===== config.mk =====
export PLATFORM = sky130hd
export DESIGN_NAME = fir_ctrl_sequencer
export DESIGN_NICKNAME = d
export VERILOG_FILES = /design/src/rtl/fir_seq_pkg.sv /design/src/rtl/fir_ctrl_sequencer.sv
export SDC_FILE = /design/constraint.sdc
export NUM_CORES = 1
export LEC_CHECK = 0
export BUFFER_PORTS_ARGS = -buffer_cell sky130_fd_sc_hd__buf_2
export CORE_UTILIZATION = 60
export CTS_BUF_LIST = sky130_fd_sc_hd__clkbuf_8
export DETAILED_ROUTE_END_ITERATION = 16
export PLACE_DENSITY = 0.91
export SLEW_MARGIN = 20
export SYNTH_ARGS = -nofsm -noshare
export SYNTH_HDL_FRONTEND = slang
export SYNTH_SLANG_ARGS = --single-unit

===== constraint.sdc =====
create_clock -name iClk12M -period 11.8 [get_ports iClk12M]
set_input_delay 2.36 -clock iClk12M [delete_from_list [all_inputs] [get_ports iClk12M]]
set_output_delay 2.36 -clock iClk12M [all_outputs]
set_load 0.01 [all_outputs]

===== src/rtl/fir_seq_pkg.sv =====
// Shared definitions for the FIR control sequencer.
//   seq_state_t  : sequencer FSM states (load burst and read/MAC sweep)
//   LD_GAP_LEN   : idle cycles at the start of each bank load
//   LD_TAIL_LEN  : idle cycles after each bank's coefficient burst
//   RD_TAIL_LEN  : idle cycles closing a read sweep
//   ROM_LAT      : coefficient ROM read latency in clocks
package fir_seq_pkg;

  typedef enum logic [2:0] {
    IDLE,
    LD_GAP,
    LD_ARM,
    LD_DATA,
    LD_TAIL,
    RD_FIRST,
    RD_TAPS,
    RD_TAIL
  } seq_state_t;

  localparam int LD_GAP_LEN  = 4;
  localparam int LD_TAIL_LEN = 5;
  localparam int RD_TAIL_LEN = 9;
  localparam int ROM_LAT     = 1;

endpackage


===== src/rtl/fir_ctrl_sequencer.sv =====
// FIR control sequencer: loads NUM_BANKS x NUM_TAPS coefficients from a
// synchronous ROM into the filter after iLoadStart, then runs one read/MAC
// sweep per accepted 600 kHz sample strobe on the selected bank.
// Ports:
//   iClk12M, iRst        : clock, synchronous active-high reset
//   iLoadStart           : start full coefficient load (IDLE only)
//   iEnSample600k        : sample strobe; iSample/iBankSel captured on accept
//   iCoefData/oCoefAddr  : ROM read port (data one cycle after address)
//   oCoeffUpdateFlag, oMemRdFlag, oModuleSel, oWtDtRam, oFirIn : filter side
//   oLoadDone, oBusy, oOverrun : status (LoadDone/Overrun are sticky)
// All outputs are registered from the current state, so they trail the
// state register by one clock.
module fir_ctrl_sequencer
  import fir_seq_pkg::*;
#(
  parameter int NUM_TAPS  = 10,
  parameter int NUM_BANKS = 4,
  parameter int COEF_W    = 16,
  parameter int IN_W      = 3
) (
  input  logic              iClk12M,
  input  logic              iRst,
  input  logic              iLoadStart,
  input  logic              iEnSample600k,
  input  logic [IN_W-1:0]   iSample,
  input  logic [1:0]        iBankSel,
  input  logic [COEF_W-1:0] iCoefData,
  output logic [5:0]        oCoefAddr,
  output logic              oCoeffUpdateFlag,
  output logic              oMemRdFlag,
  output logic [1:0]        oModuleSel,
  output logic [COEF_W-1:0] oWtDtRam,
  output logic [IN_W-1:0]   oFirIn,
  output logic              oLoadDone,
  output logic              oBusy,
  output logic              oOverrun
);

  // Position inside a bank's 20-cycle load slot where tap 0 reaches the filter.
  localparam int DATA_POS = LD_GAP_LEN + 1;

  seq_state_t      state, stateNxt;
  logic [3:0]      phase, phaseNxt;
  logic [1:0]      bankCnt, bankNxt;
  logic            doneArm;
  logic [IN_W-1:0] sampleLat;
  logic [1:0]      bankLat;

  logic            strobeOk, accept, finish, overrunSet;
  logic            inLoad, inRead, addrIssue;
  logic [4:0]      bankPos, lookPos, tapLook;

  // Next-state / counter logic
  always_comb begin
    stateNxt = state;
    phaseNxt = phase + 4'd1;
    bankNxt  = bankCnt;
    accept   = 1'b0;
    finish   = 1'b0;
    strobeOk = iEnSample600k && oLoadDone;
    unique case (state)
      IDLE: begin
        phaseNxt = '0;
        if (iLoadStart) begin
          // load wins over a same-cycle strobe; that strobe becomes an overrun
          stateNxt = LD_GAP;
          bankNxt  = '0;
        end else if (strobeOk) begin
          stateNxt = RD_FIRST;
          accept   = 1'b1;
        end
      end
      LD_GAP: if (phase == 4'(LD_GAP_LEN - 1)) begin
        stateNxt = LD_ARM;
        phaseNxt = '0;
      end
      LD_ARM: begin
        stateNxt = LD_DATA;
        phaseNxt = '0;
      end
      LD_DATA: if (phase == 4'(NUM_TAPS - 1)) begin
        stateNxt = LD_TAIL;
        phaseNxt = '0;
      end
      LD_TAIL: if (phase == 4'(LD_TAIL_LEN - 1)) begin
        phaseNxt = '0;
        if (bankCnt == 2'(NUM_BANKS - 1)) begin
          stateNxt = IDLE;
          finish   = 1'b1;
        end else begin
          stateNxt = LD_GAP;
          bankNxt  = bankCnt + 2'd1;
        end
      end
      RD_FIRST: begin
        stateNxt = RD_TAPS;
        phaseNxt = '0;
      end
      RD_TAPS: if (phase == 4'(NUM_TAPS - 1)) begin
        stateNxt = RD_TAIL;
        phaseNxt = '0;
      end
      RD_TAIL: if (phase == 4'(RD_TAIL_LEN - 1)) begin
        // last tail cycle accepts the next strobe so periodic sweeps chain
        phaseNxt = '0;
        if (strobeOk) begin
          stateNxt = RD_FIRST;
          accept   = 1'b1;
        end else begin
          stateNxt = IDLE;
        end
      end
      default: stateNxt = IDLE;
    endcase
    overrunSet = strobeOk && !accept;
  end

  // ROM address lookahead: the address for tap k leaves ROM_LAT+1 cycles
  // before the LD_DATA cycle that consumes it (ROM latency + address reg).
  always_comb begin
    inLoad  = (state == LD_GAP) || (state == LD_ARM) ||
              (state == LD_DATA) || (state == LD_TAIL);
    inRead  = (state == RD_FIRST) || (state == RD_TAPS) || (state == RD_TAIL);
    bankPos = '0;
    unique case (state)
      LD_GAP:  bankPos = {1'b0, phase};
      LD_ARM:  bankPos = 5'(LD_GAP_LEN);
      LD_DATA: bankPos = 5'(DATA_POS) + {1'b0, phase};
      LD_TAIL: bankPos = 5'(DATA_POS + NUM_TAPS) + {1'b0, phase};
      default: bankPos = '0;
    endcase
    lookPos   = bankPos + 5'(ROM_LAT + 1);
    addrIssue = inLoad && (lookPos >= 5'(DATA_POS)) &&
                (lookPos < 5'(DATA_POS + NUM_TAPS));
    tapLook   = lookPos - 5'(DATA_POS);
  end

  // State register
  always_ff @(posedge iClk12M) begin
    if (iRst) begin
      state   <= IDLE;
      phase   <= '0;
      bankCnt <= '0;
    end else begin
      state   <= stateNxt;
      phase   <= phaseNxt;
      bankCnt <= bankNxt;
    end
  end

  // Registered outputs and latches
  always_ff @(posedge iClk12M) begin
    if (iRst) begin
      doneArm          <= 1'b0;
      sampleLat        <= '0;
      bankLat          <= '0;
      oCoefAddr        <= '0;
      oCoeffUpdateFlag <= 1'b0;
      oMemRdFlag       <= 1'b0;
      oModuleSel       <= '0;
      oWtDtRam         <= '0;
      oFirIn           <= '0;
      oLoadDone        <= 1'b0;
      oBusy            <= 1'b0;
      oOverrun         <= 1'b0;
    end else begin
      doneArm <= finish;
      if (doneArm)    oLoadDone <= 1'b1;
      if (overrunSet) oOverrun  <= 1'b1;
      if (accept) begin
        sampleLat <= iSample;
        bankLat   <= iBankSel;
      end
      if (addrIssue)
        oCoefAddr <= 6'(int'(bankCnt) * NUM_TAPS + int'(tapLook));
      oBusy            <= (state != IDLE);
      oCoeffUpdateFlag <= (state == LD_ARM) || (state == LD_DATA);
      oWtDtRam         <= (state == LD_DATA) ? iCoefData : '0;
      oMemRdFlag       <= (state == RD_FIRST) || (state == RD_TAPS);
      oFirIn           <= (state == RD_FIRST) ? sampleLat : '0;
      if (inLoad)      oModuleSel <= bankCnt;
      else if (inRead) oModuleSel <= bankLat;
    end
  end

endmodule


==> results.ini, run 1 <==
[outcome]
status = finished clean

[route]
wire_per_inst_um = 14.9
final_antenna_net_count = 0
drt-pass1-iter-count = 4
via_count = 2068
drt-total-wl_um = 5360
drc = 0
via_per_inst = 5.76
first_iter_violations = 120

[floorplan]
io_pins = 57
die_h_um = 65.4
die_w_um = 65.4
initial_utilization = 0.640
core_mm2 = 0.00377
num_rows = 22
die_area_mm2 = 0.00428

[clocking]
post-cts-setup-buffers = 0
cts_buffer_depth = 2
cts-buffers-inserted = 5
clock_sinks = 47
htree_levels = 2
cts_tree = yes
path_clk_slew_ns = 0.09
clock_latency_ns = 0.31
cts-hold-fix-buffers = 0
cts_root_buffer = clkbuf_8
cts_resized = 0

[synth]
synth-edff-count = 0
ys.flop_type = dfxtp_1
synth_top_cell_by_area = dfxtp_1
synth.net_count = 302
ys_ff_latch = 47
syn_inst = 260
synth.area.top_cells = dfxtp_1, ha_1, and2_1
synth_cell_types = 56
synth_area_mm2 = 0.00241
yosys.cell_count.top_type = dfxtp_1
synth_seq_area_share = 0.390
ys.warnings.count = 0
ys_async_sr_fraction = 0
netlist_top_cells_count = dfxtp_1, nor2_1, and2_1
avgSynthCellArea_um2 = 9.28
synth_top_area_share = 0.390

[power]
vdd.ir_drop.worst_mv = 0.123
p_switching_uw = 221
combPwrFrac = 0.410
power.density_mw_per_mm2 = 198
clkPwrFrac = 0.218
leakage_uw = 0.00128
sw_frac_of_total = 0.397
internal_power_uw = 335
p_seq_frac = 0.373

[worst_setup_path]
cp.required_ns = 12.04
cp-start-kind = flop
crit_path_max_fanout = 21
critPathKind = flop to flop
critical_path.endpoint_type = flop
critPathArrivalTime_ns = 4.82

[global_routing]
grt_max_degree = 27
grt_first_pass_wirelength_um = 8450
grt_pass1_vias = 1889
globalRouteOverflowTotal = 0
antenna_found_initial = 0
grt_usage = 0.263

[sta]
tns_ns = 0
slew_violations = 0
max_freq_mhz = 218
skew_ns = 0.00520
setup_ws_ns = 7.22
slew_headroom = 0.495
rsz0062_at_grt = no
hold_violations = 0
tightest_slew_ns = 0.755
setup_viol = 0
final.min_clock_period_ns = 4.58
fin_crit_sh = 0.388

[finish]
final_cell_area_mm2 = 0.00281
fillers = 265
drive_gt1_frac = 0.257
antenna_cells = 0
syn2layout_area_growth_pct = 16.3
nets = 352

[placement]
io_buffers = 56
gp_congestion = 0.863
dpl_cell_area_mm2 = 0.00269
dp_hpwl_um = 3740
dpl_worst_slack_ns = 7.31

[flow_run]
maxCapViolations = 0

[worst_hold_path]
holdCritPathClass = flop to flop

-- metrics by stage --
step | hold WS, ns | utilization | std cells | total power, µW
after floorplan | 0.411 | - | 260 | 383
after detailed placement | 0.446 | 0.713 | 351 | 434
after CTS | 0.466 | 0.744 | 359 | 555
after global placement | 0.426 | 0.713 | 351 | 423
final | 0.468 | 0.744 | 359 | 556
after global routing | 0.477 | 0.744 | 359 | 594
-- cell usage in the layout (no fill, tap or decap), drive strengths merged, types with 4 or more instances in the layout --
| master | n |
|---|---|
| buf | 56 |
| dfxtp | 47 |
| nor2 | 30 |
| and2 | 20 |
| a21oi | 17 |
| nand2 | 16 |
| ha | 15 |
| xnor2 | 10 |
| nand3 | 10 |
| inv | 10 |
| mux2i | 9 |
| o21ai | 7 |
| xor2 | 5 |
| clkbuf | 5 |
| nor3 | 4 |
| a211oi | 4 |
-- path summary, 6_finish.rpt --
check,start,to,slack [ns],cells past startpoint
max,state[1],oCoefAddr[4],7.22,17
min,sampleLat[1],oFirIn[1],0.47,1
max reg2reg,state[1],oCoefAddr[4],7.22,17
min reg2reg,sampleLat[1],oFirIn[1],0.47,1
-- sequential cells by signal, indices dropped and copies added, names as in the netlist --
| name | cells |
|---|---|
| oMemRdFlag | 1 |
| oFirIn | 3 |
| oLoadDone | 1 |
| oBusy | 1 |
| phase | 4 |
| oOverrun | 1 |
| bankCnt | 2 |
| state | 3 |
| oCoefAddr | 6 |
| oModuleSel | 2 |
| oCoeffUpdateFlag | 1 |
| sampleLat | 3 |
| bankLat | 2 |
| oWtDtRam | 16 |
| doneArm | 1 |
-- critical path: stages (launching register included) --
cell      delay (ns)
dfxtp_1         0.82
or3b_1          0.38
inv_2           0.13
fa_1            0.43
nand2b_1        0.18
mux2i_1         0.17
a221oi_2        0.37
inv_2           0.10
ha_1            0.29
or2_2           0.31
o21ai_0         0.15
or2_4           0.22
xor2_1          0.14
ha_1            0.28
a21oi_1         0.17
xnor2_1         0.13
nand3_1         0.09
a21oi_1         0.16
-- power groups by stage --
| stage | clock (µW) | sequential (µW) | combinational [µW] |
|---|---|---|---|
| 2_1_floorplan | 0 | 196 | 187 |
| 3_3_place_gp | 0 | 207 | 216 |
| 3_5_place_dp | 0 | 210 | 224 |
| 4_1_cts | 121 | 207 | 227 |
| 5_1_grt | 128 | 211 | 254 |
| 6_report | 121 | 207 | 228 |
-- metal layers --
metal  share of wire  global-route usage  vias up
met3           0.057              0.0608       12
li1                -                   -      993
met5               0                   0        -
met4           0.024               0.133        0
met1            0.41               0.298      994
met2            0.51               0.457       69
-- cell families after synthesis --
group	Yosys count	share of synthesized area
simple gates	101	0.221
compound gates	49	0.163
flops	47	0.390
buf+inv	22	0.0399
fa+ha+maj	17	0.0944
xor+xnor	15	0.0545
mux	9	0.0373
-- layout make-up --
type	instances	area (µm²)	area share
Sequential cell	47	941	0.335
Timing Repair Buffer	56	280	0.0999
Clock inverter	3	46.3	0.0165
Inverter	9	33.8	0.0120
Tap cell	48	60.1	0.0214
Multi-Input combinational cell	191	1380	0.490
Clock buffer	5	68.8	0.0245
No activity file was read; power rests on OpenSTA's default activity.
==> inputs of run 2 (changes only) <==
CORE_UTILIZATION = 55   (was 60)
PLACE_DENSITY = 0.84   (was 0.91)
clock period = 4.7 ns   (was 11.8 ns; I/O delays follow)
==> run 2 against run 1 <==
Cell count increased by 1.4%. Worst setup slack got worse by 6.5 ns. Clock-buffer cell count unchanged. Register-to-register slack got worse by 6.5 ns. Non-clock buffer count increased by 3. Clock skew increased by 0.0041 ns. Hold slack got worse by 0.020 ns. Clock power increased by 150%. Design area increased by 0.89%. Sequential cell count unchanged. Core utilization decreased by 5.6 points. Highest routed layer unchanged.
==> results.ini, run 2 (synthesis gave the netlist of run 1 again) <==
[sta]
timing.hold.ws_ns = 0.448  ; -0.0196 ns
slew_violations = 0  ; unchanged
fin_crit_sh = 0.852  ; +0.464
tns_ns = 0  ; unchanged
max_freq_mhz = 250  ; +14%
tightest_slew_ns = 0.684  ; -0.0708 ns
slew_headroom = 0.542  ; +0.0473
rsz0062_at_grt = no
skew_ns = 0.00931  ; +0.00410 ns
setup_viol = 0  ; unchanged
final.min_clock_period_ns = 4.00  ; -0.579 ns
hold_violations = 0  ; unchanged

[floorplan]
die_w_um = 68.2  ; +4.3%
core_mm2 = 0.00412  ; +9.1%
die_area_mm2 = 0.00465  ; +8.8%
die_h_um = 68.2  ; +4.3%
initial_utilization = 0.586  ; -0.0535
num_rows = 23  ; +4.5%
io_pins = 57  ; unchanged

[placement]
dp_hpwl_um = 3550  ; -5.3%
gp_congestion = 0.845  ; -2.0%
io_buffers = 56  ; unchanged

[clocking]
clock_latency_ns = 0.30  ; about the same
htree_levels = 2  ; unchanged
cts_tree = yes
post-cts-setup-buffers = 0  ; unchanged
cts-buffers-inserted = 5  ; unchanged
cts_root_buffer = clkbuf_8
cts-hold-fix-buffers = 0  ; unchanged
path_clk_slew_ns = 0.09  ; about the same
cts_buffer_depth = 2  ; unchanged
cts_resized = 0  ; unchanged
clock_sinks = 47  ; unchanged

[worst_setup_path]
critical_path.endpoint_type = flop
critPathArrivalTime_ns = 4.24  ; -0.58 ns
crit_path_max_fanout = 6  ; -71%
critPathKind = flop to flop
cp.required_ns = 4.94  ; -7.10 ns
cp-start-kind = flop

[route]
drc = 0  ; unchanged
first_iter_violations = 67  ; -44%
drt-pass1-iter-count = 4  ; unchanged
final_antenna_net_count = 0  ; unchanged
wire_per_inst_um = 13.1  ; -12%
via_count = 1973  ; -4.6%
drt-total-wl_um = 4770  ; -11%
via_per_inst = 5.42  ; -5.9%

[global_routing]
grt.met2_usage = 0.376  ; -0.0812
globalRouteOverflowTotal = 0  ; unchanged
grt_max_degree = 27  ; unchanged
antenna_found_initial = 0  ; unchanged
grt_usage = 0.220  ; -0.0429
grt_pass1_vias = 1748  ; -7.5%
grt_first_pass_wirelength_um = 7650  ; -9.5%
met1_usage = 0.259  ; -0.0386
grt.met3_usage = 0.0567  ; -0.00410
grt_busiest_layer = met2

[finish]
fillers = 329  ; +24%
nets = 355  ; +0.85%
multi_input_area_mm2 = 0.00138  ; unchanged
layout_commonest_cell = buf_2
reg.largest.list = oWtDtRam x16, oCoefAddr x6, phase x4
drive_gt1_frac = 0.264  ; +0.00710
largest_reg_flops = 16  ; unchanged
syn2layout_area_growth_pct = 17.3
top_register = oWtDtRam
seq_area_um2 = 941  ; unchanged
layout_common_cells = buf_2, dfxtp_1, nor2_1
antenna_cells = 0  ; unchanged

[worst_hold_path]
holdCritPathClass = flop to flop

[power]
vdd.ir_drop.worst_mv = 0.302  ; +140%
leakage_uw = 0.00129  ; +1.2%
power.density_mw_per_mm2 = 493  ; +150%

[flow_run]
maxCapViolations = 0  ; unchanged

[outcome]
status = finished clean

==> run 2: changes by cell type in the layout (fill, tap and decap cells not counted) <==
cell   before  now
buf_4       0    3
==> run 2: metrics by stage <==
step	worst slack, ns	total power [µW]	instance area, µm²	util	std cells
global route	0.442	1500	2830	0.688	364
floorplan	0.983	963	2410	-	260
detailed placement	0.727	1100	2720	0.660	356
global placement	0.885	1090	2720	0.660	356
finish	0.696	1390	2830	0.688	364
CTS	0.701	1400	2830	0.688	364
==> run 2: worst max-delay path, cell delays in order, from the launching register on <==
cell	delay [ns]
dfxtp_1	0.32
or3b_1	0.32
inv_2	0.13
fa_1	0.44
nand2b_1	0.18
mux2i_1	0.13
a221oi_2	0.38
inv_2	0.10
ha_1	0.29
or2_2	0.31
o21ai_0	0.13
or2_4	0.21
xor2_1	0.15
ha_1	0.28
a21oi_1	0.18
xnor2_1	0.13
nand3_1	0.09
a21oi_1	0.17
==> run 2: layout make-up <==
class / count / share of cell area
clock buffers: 5 / 0.0243
clock inverters: 3 / 0.0164
inverters: 9 / 0.0119
multi-input cells: 191 / 0.486
flip-flops and latches: 47 / 0.332
well taps: 50 / 0.0221
repair buffers: 59 / 0.107
==> run 2: routing by layer <==
layer  wire [µm]  up-vias
li1            -     1003
met1        2080      904
met2        2330       57
met3         272        9
met4          85        0
met5           0        -
==> run 2: worst paths after layout <==
path         startpoint           end  slack, ns  depth (start not counted)
min reg2reg     doneArm     oLoadDone       0.45                          2
min             doneArm     oLoadDone       0.45                          2
max            state[2]  oCoefAddr[4]       0.70                         17
max reg2reg    state[2]  oCoefAddr[4]       0.70                         17
==> run 2: power breakdown <==
part / internal [µW] / leakage [µW] / switching (µW)
registers: 443 / 0.000380 / 26.9
logic: 250 / 0.000859 / 374
clock network: 160 / 0.0000548 / 140
==> inputs of run 3 (changes only) <==
REMOVE_ABC_BUFFERS = 1   (was not set)
==> run 3 against run 2 <==
Non-clock buffer count unchanged. First-iteration DRC count is 33% higher. Combinational power hardly changed. Clock power is 15% higher.
==> results.ini, run 3 (synthesis gave the netlist of run 1 again) <==
[outcome]
status = finished clean

[finish]
syn2layout_area_growth_pct = 18.0
fin_util = 0.692  ; +0.00426
largest_reg_flops = 16  ; unchanged
drive_gt1_frac = 0.261  ; -0.00318
nets = 355  ; unchanged
layout_common_cells = buf_2, dfxtp_1, nor2_1
layout_commonest_cell = buf_2
reg.largest.list = oWtDtRam x16, oCoefAddr x6, phase x4
fillers = 315  ; -4.3%
top_register = oWtDtRam
antenna_cells = 0  ; unchanged

[floorplan]
core_mm2 = 0.00412  ; unchanged
initial_utilization = 0.586  ; unchanged
die_w_um = 68.2  ; unchanged
die_area_mm2 = 0.00465  ; unchanged
num_rows = 23  ; unchanged
die_h_um = 68.2  ; unchanged
io_pins = 57  ; unchanged

[sta]
timing.hold.ws_ns = 0.452  ; +0.00443 ns
max_freq_mhz = 247  ; -1.1%
fin_crit_sh = 0.861  ; +0.00953
slew_headroom = 0.531  ; -0.0110
tns_ns = 0  ; unchanged
final.min_clock_period_ns = 4.05  ; +0.0448 ns
setup_ws_ns = 0.651  ; -0.0448 ns
rsz0062_at_grt = no
hold_violations = 0  ; unchanged
slew_violations = 0  ; unchanged
tightest_slew_ns = 0.701  ; +0.0165 ns
setup_viol = 0  ; unchanged
skew_ns = 0.00954  ; +0.000235 ns

[worst_setup_path]
path_cells = or3b_1 -> inv_2 -> fa_1 -> nand2b_1 -> mux2i_1 -> a221oi_2 -> inv_2 -> ha_1 -> or2_2 -> o21ai_0 -> or2_4 -> xor2_1 -> ha_1 -> a21oi_1 -> xnor2_1 -> nand3_1 -> a21oi_1
cp.required_ns = 4.94  ; about the same
cp-start-kind = flop
critPathSlowestCell = fa_1
critPathArrivalTime_ns = 4.29  ; +0.05 ns
reg2reg_setup_slack_ns = 0.65  ; -0.04 ns
r2r-end = oCoefAddr[4]
critPathKind = flop to flop
r2r_cells = 17  ; unchanged
r2r-start = state[2]
critical_path.endpoint_type = flop
crit_path_max_fanout = 6  ; unchanged
slowest_delay_ns = 0.44  ; about the same

[clocking]
path_clk_slew_ns = 0.09  ; about the same
htree_levels = 2  ; unchanged
cts-hold-fix-buffers = 0  ; unchanged
post-cts-setup-buffers = 0  ; unchanged
cts_tree = yes
cts_buffer_depth = 2  ; unchanged
clock_sinks = 47  ; unchanged
cts_resized = 0  ; unchanged
clock_latency_ns = 0.30  ; about the same
cts-buffers-inserted = 5  ; unchanged
cts_root_buffer = clkbuf_8

[flow_run]
maxCapViolations = 0  ; unchanged

[route]
via_per_inst = 5.33  ; -1.7%
via_count = 1939  ; -1.7%
wire_per_inst_um = 13.3  ; +1.4%
final_antenna_net_count = 0  ; unchanged
drt-total-wl_um = 4840  ; +1.4%
first_iter_violations = 89  ; +33%
drc = 0  ; unchanged
drt-pass1-iter-count = 4  ; unchanged

[placement]
gp_congestion = 0.851  ; +0.71%
io_buffers = 56  ; unchanged
dp_hpwl_um = 3610  ; +1.9%
dpl_worst_slack_ns = 0.713  ; -0.0144 ns

[global_routing]
globalRouteOverflowTotal = 0  ; unchanged
grt_first_pass_wirelength_um = 7700  ; +0.72%
grt_usage = 0.224  ; +0.00399
antenna_found_initial = 0  ; unchanged
grt_max_degree = 27  ; unchanged
grt_pass1_vias = 1776  ; +1.6%

[power]
vdd.ir_drop.worst_mv = 0.179  ; -41%
power.density_mw_per_mm2 = 506  ; +2.7%
power_uw = 1440  ; +3.4%
leakage_uw = 0.00131  ; +1.1%

[worst_hold_path]
min-delay-start = doneArm
holdCritPathClass = flop to flop
hold_end = oLoadDone
worstHoldPathCells = 2  ; unchanged

==> run 3: cell types whose count changed in the layout (fill, tap and decap cells not counted), sizes merged <==
cell	before	now
clkinvlp	1	0
bufinv	1	2
==> run 3: how the worst max path moves through the flow <==
| stage | start | endpoint | slack, ns | depth (start not counted) |
|---|---|---|---|---|
| 2_1_floorplan | state[1] | oCoefAddr[4] | 0.61 | 17 |
| 3_3_place_gp | state[2] | oCoefAddr[4] | 0.89 | 17 |
| 3_5_place_dp | state[2] | oCoefAddr[4] | 0.71 | 17 |
| 4_1_cts | state[2] | oCoefAddr[4] | 0.64 | 17 |
| 6_report | state[2] | oCoefAddr[4] | 0.65 | 17 |
| 5_1_grt | state[2] | oCoefAddr[4] | 0.44 | 17 |
==> run 3: final cells by class <==
cell class              instances  area, µm²  area share
multi-input cells             191       1380       0.483
repair buffers                 59        303       0.106
clock inverters                 3       63.8      0.0224
well taps                      50       62.6      0.0220
clock buffers                   5       68.8      0.0242
inverters                       9       33.8      0.0119
flip-flops and latches         47        941       0.330
==> run 3: routing by layer <==
| layer | GRT usage | wire, µm | vias up |
|---|---|---|---|
| met5 | 0 | 0 | - |
| met4 | 0.0781 | 65 | 0 |
| met3 | 0.0633 | 345 | 12 |
| met2 | 0.391 | 2230 | 70 |
| met1 | 0.259 | 2190 | 863 |
| li1 | - | - | 994 |
==> run 3: per-stage QoR <==
step                area, µm²  instances
floorplan                2350        247
global placement         2720        356
detailed placement       2720        356
CTS                      2850        364
global route             2850        364
finish                   2850        364
==> run 3: critical path, delay by kind of cell, from the launching register on <==
family	cells	cell delay, ns
AND/OR/NAND/NOR	5	1.14
XOR/XNOR	2	0.31
flip-flops	1	0.31
buffers and inverters	2	0.23
AO/OA/AOI/OAI	4	0.86
adder cells (fa/ha/maj)	3	1.00
multiplexers	1	0.14
==> run 3: report_power, final <==
part | switching [µW] | internal, µW | total [µW]
Combinational | 375 | 249 | 624
Clock | 135 | 210 | 346
Sequential | 27.5 | 443 | 471
Total | 538 | 903 | 1440
